<file path="config.mk">
export PLATFORM = sky130hd
export DESIGN_NAME = vector_rsv_station
export DESIGN_NICKNAME = d
export VERILOG_FILES = /design/src/rtl/vector_rsv_station.sv
export SDC_FILE = /design/constraint.sdc
export NUM_CORES = 1
export LEC_CHECK = 0
export CAP_MARGIN = 5
export CORE_MARGIN = 2
export CORE_UTILIZATION = 55
export DETAILED_ROUTE_END_ITERATION = 6
export PLACE_DENSITY = 0.8
export SETUP_SLACK_MARGIN = 0.05
export SYNTH_ARGS = -nofsm -noshare
export SYNTH_HDL_FRONTEND = slang
export SYNTH_SLANG_ARGS = --single-unit
</file>
<file path="constraint.sdc">
create_clock -name clk -period 13.05 [get_ports clk]
set_input_delay 1.9575 -clock clk [delete_from_list [all_inputs] [get_ports clk]]
set_output_delay 1.9575 -clock clk [all_outputs]
set_load 0.02 [all_outputs]
</file>
<file path="src/rtl/vector_rsv_station.sv">
// Vector reservation station for one vector functional unit.
// Buffers dispatched operations and their operand descriptors, wakes operands
// from tagged result broadcasts, and issues the oldest fully-ready entry.
// Optional build macro VRS_SAME_CYCLE_WAKEUP_EN: readiness and selection also
// see this cycle's broadcasts, so an entry woken this cycle can issue at once.
// Without it, out_* depend only on registered state (1-cycle wakeup-to-issue).

package Vector;
  typedef enum logic [2:0] {
    VU_ID_MADD    = 3'd0,
    VU_ID_CMP     = 3'd1,
    VU_ID_LS      = 3'd2,
    VU_ID_PLS     = 3'd3,
    VU_ID_PERMUTE = 3'd4
  } Unit_id;

  typedef struct packed {
    Unit_id     unit;
    logic [3:0] entry;
  } Rs_ref;

  typedef struct packed {
    logic [5:0] opcode;
    logic [4:0] vd;
    logic [4:0] vs1;
    logic [4:0] vs2;
  } Vector_operation;

  typedef struct packed {
    Rs_ref [1:0] src_ref;
    logic  [1:0] required;
    logic  [1:0] valid;
    logic        require_vcr;
    logic        vcr_valid;
  } Operands;
endpackage

module vector_rsv_station #(
  parameter int             DEPTH   = 4,
  parameter Vector::Unit_id UNIT_ID = Vector::VU_ID_MADD
) (
  input  logic                    clk,
  input  logic                    reset,
  input  logic                    flush,
  input  logic                    in_valid,
  output logic                    in_ready,
  input  Vector::Vector_operation in_op,
  input  Vector::Operands         in_opnd,
  output Vector::Rs_ref           alloc_ref,
  input  logic                    wb_valid,
  input  Vector::Rs_ref           wb_ref,
  input  logic                    vcr_wb_valid,
  output logic                    out_valid,
  input  logic                    out_ready,
  output Vector::Vector_operation out_op,
  output Vector::Operands         out_opnd,
  output Vector::Rs_ref           out_ref
);

  localparam int EW = 4;

  // Apply a broadcast and a condition-register write to one operand record.
  function automatic Vector::Operands wake(input Vector::Operands o,
                                           input logic wv,
                                           input Vector::Rs_ref wr,
                                           input logic vv);
    Vector::Operands r;
    r = o;
    for (int k = 0; k < 2; k++) begin
      if (wv && (o.src_ref[k] == wr) && o.required[k]) r.valid[k] = 1'b1;
    end
    if (vv && o.require_vcr) r.vcr_valid = 1'b1;
    return r;
  endfunction

  logic [DEPTH-1:0]        busy_reg;
  Vector::Vector_operation op_reg    [DEPTH];
  Vector::Operands         opnd_reg  [DEPTH];
  logic [DEPTH-1:0]        older_reg [DEPTH];  // older_reg[i][j]: i allocated before j

  Vector::Operands  woken [DEPTH];
  Vector::Operands  view  [DEPTH];
  logic [DEPTH-1:0] col   [DEPTH];  // col[j][i] = older_reg[i][j]
  logic [DEPTH-1:0] ready;
  logic [DEPTH-1:0] oldest;

  logic [EW-1:0] alloc_idx;
  logic [EW-1:0] sel_idx;
  logic          alloc_fire;
  logic          issue_fire;
  Vector::Operands in_opnd_woken;

  genvar gi, gj;
  generate
    for (gi = 0; gi < DEPTH; gi++) begin : g_entry
      assign woken[gi] = wake(opnd_reg[gi], wb_valid, wb_ref, vcr_wb_valid);
`ifdef VRS_SAME_CYCLE_WAKEUP_EN
      assign view[gi] = woken[gi];
`else
      assign view[gi] = opnd_reg[gi];
`endif
      assign ready[gi] = busy_reg[gi]
                       & (~view[gi].required[0] | view[gi].valid[0])
                       & (~view[gi].required[1] | view[gi].valid[1])
                       & (~view[gi].require_vcr | view[gi].vcr_valid);
      for (gj = 0; gj < DEPTH; gj++) begin : g_col
        assign col[gi][gj] = older_reg[gj][gi];
      end
      // An entry is oldest-ready when no older entry is also ready.
      assign oldest[gi] = ready[gi] & ~|(ready & col[gi]);
    end
  endgenerate

  // Lowest-index free entry for the next dispatch.
  always_comb begin
    alloc_idx = '0;
    for (int i = DEPTH - 1; i >= 0; i--) begin
      if (!busy_reg[i]) alloc_idx = EW'(i);
    end
  end

  // Encode the oldest ready entry; ages form a total order so one bit is set.
  always_comb begin
    sel_idx = '0;
    for (int i = DEPTH - 1; i >= 0; i--) begin
      if (oldest[i]) sel_idx = EW'(i);
    end
  end

  // Read out the selected entry.
  always_comb begin
    out_op   = '0;
    out_opnd = '0;
    for (int i = 0; i < DEPTH; i++) begin
      if (sel_idx == EW'(i)) begin
        out_op   = op_reg[i];
        out_opnd = view[i];
      end
    end
  end

  assign in_ready        = ~&busy_reg;
  assign out_valid       = |ready;
  assign alloc_fire      = in_valid & in_ready & ~flush;
  assign issue_fire      = out_valid & out_ready;
  assign in_opnd_woken   = wake(in_opnd, wb_valid, wb_ref, vcr_wb_valid);
  assign alloc_ref.unit  = UNIT_ID;
  assign alloc_ref.entry = alloc_idx;
  assign out_ref.unit    = UNIT_ID;
  assign out_ref.entry   = sel_idx;

  // Entry state: allocation with broadcast bypass, wakeup, issue, flush.
  always_ff @(posedge clk or posedge reset) begin
    if (reset) begin
      for (int i = 0; i < DEPTH; i++) begin
        busy_reg[i] <= 1'b0;
        op_reg[i]   <= '0;
        opnd_reg[i] <= '0;
      end
    end else begin
      for (int i = 0; i < DEPTH; i++) begin
        if (flush) begin
          busy_reg[i] <= 1'b0;
        end else if (alloc_fire && (alloc_idx == EW'(i))) begin
          busy_reg[i] <= 1'b1;
          op_reg[i]   <= in_op;
          opnd_reg[i] <= in_opnd_woken;
        end else begin
          if (issue_fire && (sel_idx == EW'(i))) busy_reg[i] <= 1'b0;
          if (busy_reg[i]) opnd_reg[i] <= woken[i];
        end
      end
    end
  end

  // Age matrix: new entry is younger than every surviving busy entry.
  always_ff @(posedge clk or posedge reset) begin
    if (reset) begin
      for (int i = 0; i < DEPTH; i++) older_reg[i] <= '0;
    end else if (flush) begin
      for (int i = 0; i < DEPTH; i++) older_reg[i] <= '0;
    end else begin
      for (int i = 0; i < DEPTH; i++) begin
        for (int j = 0; j < DEPTH; j++) begin
          if (issue_fire && ((sel_idx == EW'(i)) || (sel_idx == EW'(j))))
            older_reg[i][j] <= 1'b0;
          if (alloc_fire && (alloc_idx == EW'(j)))
            older_reg[i][j] <= busy_reg[i] & ~(issue_fire && (sel_idx == EW'(i)));
          if (alloc_fire && (alloc_idx == EW'(i)))
            older_reg[i][j] <= 1'b0;
        end
      end
    end
  end

endmodule

</file>
==> reports/metrics.yaml, run 1 <==
run_status:
  status: "completed"
critical_path:
  critPathBufInv: 4
  start_kind: "flop"
  cp.required_ps: 11090
  cp_slowest_stage_delay_ps: 920
  worstPathMaxFanout: 63
  critical_path.cell_chain: "and2b_1 > a2111oi_4 > nor4b_2 > o22ai_2 > nand2_1 > inv_1 > ha_2 > buf_4 > nor2b_1 > buf_4 > a22oi_1 > nor2_1 > a21oi_1 > o21ai_0 > clkdlybuf4s50_1"
  cp-startpoint: "opnd_reg[21]"
  rr_startpoint: "opnd_reg[21]"
  crit_cells: 15
  cp_slowest_cell: "nor2b_1"
  worst_ep_arrival_time_ps: 5320
  cp_top_family: "simple AND/OR/NAND/NOR gates"
  endpoint: "out_op[9]"
  crit_path_frequent_cell: "buf_4"
  crit_type: "reg -> out"
  end_kind: "output port"
  r2r_end: "col[7]"
  rrSetupSlack_ps: 9330
  rr_worst_depth: 10
drt:
  wl_per_cell_um: 18.02
  drt-initial-drc-count: 964
  drt-total-wl_um: 25840
  num_vias: 8276
  drc: 0
  dr.pass1.iters: 5
  ant_nets: 0
  avgViaCountPerCell: 5.771
final_layout:
  nets: 1255
  final_area_um2: 11190
  diodes: 0
  drive_above_1_share_pct: 9.098
  mostFrequentLayoutCells: "425 x nand2_1, 180 x dfrtp_1, 101 x clkdlybuf4s50_1"
  area_growth_pct: 17.85
  largest_register_ffs: 84
  layout_commonest_cell: "nand2_1"
  post-route-util_pct: 65.61
timing:
  setup_viol: 0
  min_period_ps: 7279
  finClkSkew_ps: 9.962
  drv_slew: 0
  grt_setup_unrepaired: "no"
  finalHoldViolCount: 0
  tns_ps: 0
  slew-limit-headroom_pct: 28.12
  fmax_mhz: 137.4
  tightest_slew_ps: 1078
  finalCritPeriodShare_pct: 55.78
clock_network:
  clock_sinks: 180
  cts-htree-levels: 4
  clkSlewWorstSetupHoldPaths_ps: 70
  worstSkewPairLatency_ps: 430
  postCtsHoldBufs: 0
  cts_tree: "yes"
  post_cts_resize_count: 0
  post-cts-setup-buffer-count: 0
  clock-root-buffer: "clkbuf_16"
  clockBufferDepth: 2
  numCtsBuffers: 17
placed_design:
  port_buffers: 101
  gp_congestion: 0.9340
  placed_cell_area_um2: 10580
  dpl.hpwl_um: 16510
pwr:
  power_density_nw_per_um2: 149.5
  p_leak_nw: 5.358
  irDropWorstVdd_v: 0.0001071
  p_total_mw: 1.673
floorplan:
  die_h_um: 135.4
  fp.dieW_um: 135.4
  dieArea_um2: 18330
  start_util_pct: 55.67
  core_um2: 17060
  rows: 48
  ioPinCount: 112
yosys:
  ys_types: 56
  synth_edf_count: 0
  ys_seq_area_share_pct: 47.44
  yosysWarnings: 0
  ys_top_cells_by_area: "dfrtp_1 47%, nand2_1 17%, mux2_2 4.5%, xor2_1 4.2%, a21oi_1 4.2%"
  synth_area_um2: 9495
  synth_top_area_share_pct: 47.44
  synthArstFlopShare_pct: 100.0
  synth.largest_area_cell: "dfrtp_1"
  ys_ff_latch: 180
  ys.flop_type: "dfrtp_1"
  syn-instance-count: 1135
  synth_area_per_cell_um2: 8.366
grt:
  overflow: 0
  antenna_found_initial: 0
  grt_max_degree: 99
  grt_pass1_wl_um: 42380
  grt.total_usage_pct: 29.50
  grt_pass1_vias: 8279
min_path:
  min_path_type: "reg -> reg"
run:
  cap_violations: 0
[how the worst min path moves through the flow]
stage	depth (start not counted)	to	slack (ps)	start
after floorplan	2	op_reg[14]	450	op_reg[14]
after global placement	2	op_reg[70]	460	op_reg[70]
after global routing	2	op_reg[11]	500	op_reg[11]
after detailed placement	2	op_reg[69]	460	op_reg[69]
after CTS	2	op_reg[0]	480	op_reg[0]
final	2	op_reg[17]	480	op_reg[17]
[report_power, final]
part	internal, mW	switching (mW)
clock network	0.310	0.227
registers	0.645	0.0715
logic	0.187	0.233
total	1.14	0.531
[stage by stage]
stage                     std cells  setup WS (ps)  hold slack [ps]
final                          1434           5771            476.4
after global routing           1434           5583            495.9
after CTS                      1434           5915            479.6
after detailed placement       1402           6361            463.1
after global placement         1402           6535            457.0
after floorplan                1144           6206            445.5
[worst register-to-register path: cells and delay by family, from the launching register on]
family | cells | cell delay, ps
AO/OA/AOI/OAI | 4 | 980
buffers and inverters | 2 | 700
adder cells (fa/ha/maj) | 1 | 750
flip-flops | 1 | 420
AND/OR/NAND/NOR | 3 | 730
[routing by layer]
metal	track usage (%)	share of wire, %
met5	0	0
met4	10.88	2.1
met3	5.088	6.9
met2	46.47	47
met1	41.35	44
[Yosys cell counts (2+ instances only)]
| cell type | n |
|---|---|
| o21ai_0 | 50 |
| nor2b_1 | 2 |
| ha_1 | 4 |
| xor2_1 | 46 |
| nor3_1 | 11 |
| buf_4 | 11 |
| mux2_2 | 38 |
| nor2_1 | 67 |
| and2b_1 | 9 |
| a21oi_1 | 79 |
| a311oi_1 | 6 |
| xnor2_1 | 24 |
| nor4_1 | 18 |
| o22ai_1 | 2 |
| nor4b_2 | 3 |
| nor3b_1 | 2 |
| nand3_1 | 7 |
| nand4_1 | 14 |
| nand2_1 | 425 |
| a211oi_1 | 2 |
| buf_2 | 5 |
| a22oi_1 | 23 |
| buf_1 | 6 |
| or2_2 | 2 |
| buf_6 | 5 |
| inv_1 | 5 |
| a32o_1 | 3 |
| clkbuf_1 | 57 |
| dfrtp_1 | 180 |
| inv_2 | 2 |
| or3_1 | 2 |
[final cells by class]
type,instances,area (µm²)
multi-input combinational,873,4627
inverter,7,31.28
sequential,180,4504
timing repair buffer,117,1131
clock inverter,13,172.7
tap,225,281.5
fill,1390,5866
clock buffer,19,442.9
[kinds of logic (layout without fill, tap and decap cells)]
family	after synthesis	count (layout)	synth area share, %
AND/OR/NAND/NOR	571	571	25.06
AO/OA/AOI/OAI	180	180	11.48
flip-flops	180	180	47.44
buffers and inverters	91	156	4.493
XOR/XNOR	70	70	6.457
multiplexers	38	38	4.507
adder cells (fa/ha/maj)	4	4	0.5271
other	1	10	0.03949
Note: power is estimated with default switching activity, not from simulation.
==> run 2: changes to the inputs <==
Settings changed: CORE_UTILIZATION 55 to 51, PLACE_DENSITY 0.8 to 0.78.
Clock period 13.05 ns to 6 ns, I/O delays scaled along.
==> reports/metrics.yaml, run 2 (synthesis gave the netlist of run 1 again) <==
run_status:
  status: "completed"
drt:
  drc: 0  # unchanged
  drt-total-wl_um: 25500  # -1.3%
  ant_nets: 0  # unchanged
  num_vias: 8232  # -0.53%
  drt-initial-drc-count: 985  # +2.2%
  avgViaCountPerCell: 5.721  # -0.88%
  dr.pass1.iters: 5  # unchanged
  wl_per_cell_um: 17.72  # -1.7%
final_layout:
  nets: 1256  # +0.080%
  largest_register_ffs: 84  # unchanged
  layout_commonest_cell: "nand2_1"
  area_growth_pct: 17.59
  mostFrequentLayoutCells: "425 x nand2_1, 180 x dfrtp_1, 101 x clkdlybuf4s50_1"
  drive_above_1_share_pct: 9.256  # +0.16 points
  diodes: 0  # unchanged
  final_cells: 1439  # +0.35%
floorplan:
  core_um2: 18090  # +6.0%
  die_h_um: 140.5  # +3.7%
  ioPinCount: 112  # unchanged
  fp.dieW_um: 140.5  # +3.7%
  start_util_pct: 52.50  # -3.2 points
  rows: 49  # +2.1%
  dieArea_um2: 19730  # +7.6%
clock_network:
  worstSkewPairLatency_ps: 440  # about the same
  postCtsHoldBufs: 0  # unchanged
  cts_tree: "yes"
  post-cts-setup-buffer-count: 0  # unchanged
  clock_sinks: 180  # unchanged
  clockBufferDepth: 2  # unchanged
  cts-htree-levels: 4  # unchanged
  clkSlewWorstSetupHoldPaths_ps: 70  # about the same
  numCtsBuffers: 17  # unchanged
  clock-root-buffer: "clkbuf_16"
  post_cts_resize_count: 0  # unchanged
run:
  cap_violations: 0  # unchanged
pwr:
  power_density_nw_per_um2: 315.2  # +110%
  p_leak_nw: 5.349  # -0.17%
  irDropWorstVdd_v: 0.0002318  # +120%
  p_total_mw: 3.520  # +110%
critical_path:
  crit_type: "reg -> out"
  worst_ep_arrival_time_ps: 4610  # -710 ps
  start_kind: "flop"
  cp-startpoint: "opnd_reg[1]"
  end_kind: "output port"
  rr_worst_depth: 10  # unchanged
  rr_startpoint: "opnd_reg[1]"
  endpoint: "out_op[2]"
  r2r_end: "col[13]"
  cp.required_ps: 5100  # -5990 ps
  worstPathMaxFanout: 40  # -37%
  rrSetupSlack_ps: 2380  # -6950 ps
timing:
  drv_slew: 0  # unchanged
  tns_ps: 0  # unchanged
  setup_viol: 0  # unchanged
  finalHoldViolCount: 0  # unchanged
  slew-limit-headroom_pct: 39.86  # +12 points
  finalCritPeriodShare_pct: 91.87
  finClkSkew_ps: 9.735  # -0.2272 ps
  fmax_mhz: 181.4
  tightest_slew_ps: 902.2  # -176.1 ps
  min_period_ps: 5512
  grt_setup_unrepaired: "no"
placed_design:
  placedCellCount: 1407  # +0.36%
  dpl.hpwl_um: 16360  # -0.87%
  gp_congestion: 0.9164  # -1.9%
  port_buffers: 101  # unchanged
grt:
  overflow: 0  # unchanged
  grt.total_usage_pct: 26.76  # -2.7 points
  grt_max_degree: 101  # +2.0%
  antenna_found_initial: 0  # unchanged
  grt_pass1_vias: 8069  # -2.5%
  grt_pass1_wl_um: 41880  # -1.2%
min_path:
  min_path_type: "reg -> reg"
==> run 2: cell count changes in the layout (fill, tap and decap cells not counted), moves of 2 or more <==
cell | before | now
inv_6 | 3 | 5
clkinv_2 | 1 | 3
bufinv_16 | 3 | 0
buf_12 | 0 | 2
==> run 2: worst min path at each step <==
| stage | start | to | slack, ps | cells past startpoint |
|---|---|---|---|---|
| after floorplan | op_reg[14] | op_reg[14] | 450 | 2 |
| after global placement | op_reg[14] | op_reg[14] | 460 | 2 |
| after detailed placement | op_reg[70] | op_reg[70] | 460 | 2 |
| after CTS | op_reg[55] | op_reg[55] | 480 | 2 |
| after global routing | op_reg[72] | op_reg[72] | 490 | 2 |
| final | op_reg[20] | op_reg[20] | 480 | 2 |
==> run 2: final cells by class <==
| class | count | area [µm²] |
|---|---|---|
| Clock buffer | 19 | 452.9 |
| Clock inverter | 13 | 100.1 |
| Fill cell | 1489 | 6920 |
| Inverter | 7 | 31.28 |
| Multi-Input combinational cell | 873 | 4627 |
| Sequential cell | 180 | 4504 |
| Tap cell | 229 | 286.5 |
| Timing Repair Buffer | 118 | 1164 |
==> run 2: per-layer routing <==
layer	wire length [µm]	global-route usage [%]	vias up
met5	0	0	-
met4	541	9.263	0
li1	-	-	3850
met2	12060	42.60	316
met3	1676	4.786	41
met1	11220	37.25	4025
==> run 2: critical path: stages, from the launching register on <==
cell,delay (ps)
dfrtp_1,400
and2b_1,210
or4_4,490
a2111o_1,320
o22ai_2,150
nand2_1,140
inv_1,130
ha_2,760
buf_4,400
a21oi_1,110
nor2_1,90
a21oi_1,50
o21ai_0,240
clkdlybuf4s50_1,660
==> run 2: where the power goes <==
| part | switching (mW) | internal, mW | total, mW |
|---|---|---|---|
| Combinational | 0.502 | 0.409 | 0.911 |
| Sequential | 0.152 | 1.40 | 1.55 |
| Clock | 0.497 | 0.557 | 1.05 |
==> run 2: through the flow <==
stage / worst slack, ps / utilization (%) / hold WS [ps] / instance area [µm²]
4_1_cts: 469.2 / 61.74 / 479.2 / 11170
3_5_place_dp: 958.0 / 58.68 / 461.6 / 10610
3_3_place_gp: 1009 / 58.68 / 456.8 / 10610
2_1_floorplan: 213.0 / - / 445.5 / 9529
6_report: 487.5 / 61.74 / 476.6 / 11170
5_1_grt: 235.8 / 61.74 / 492.3 / 11170
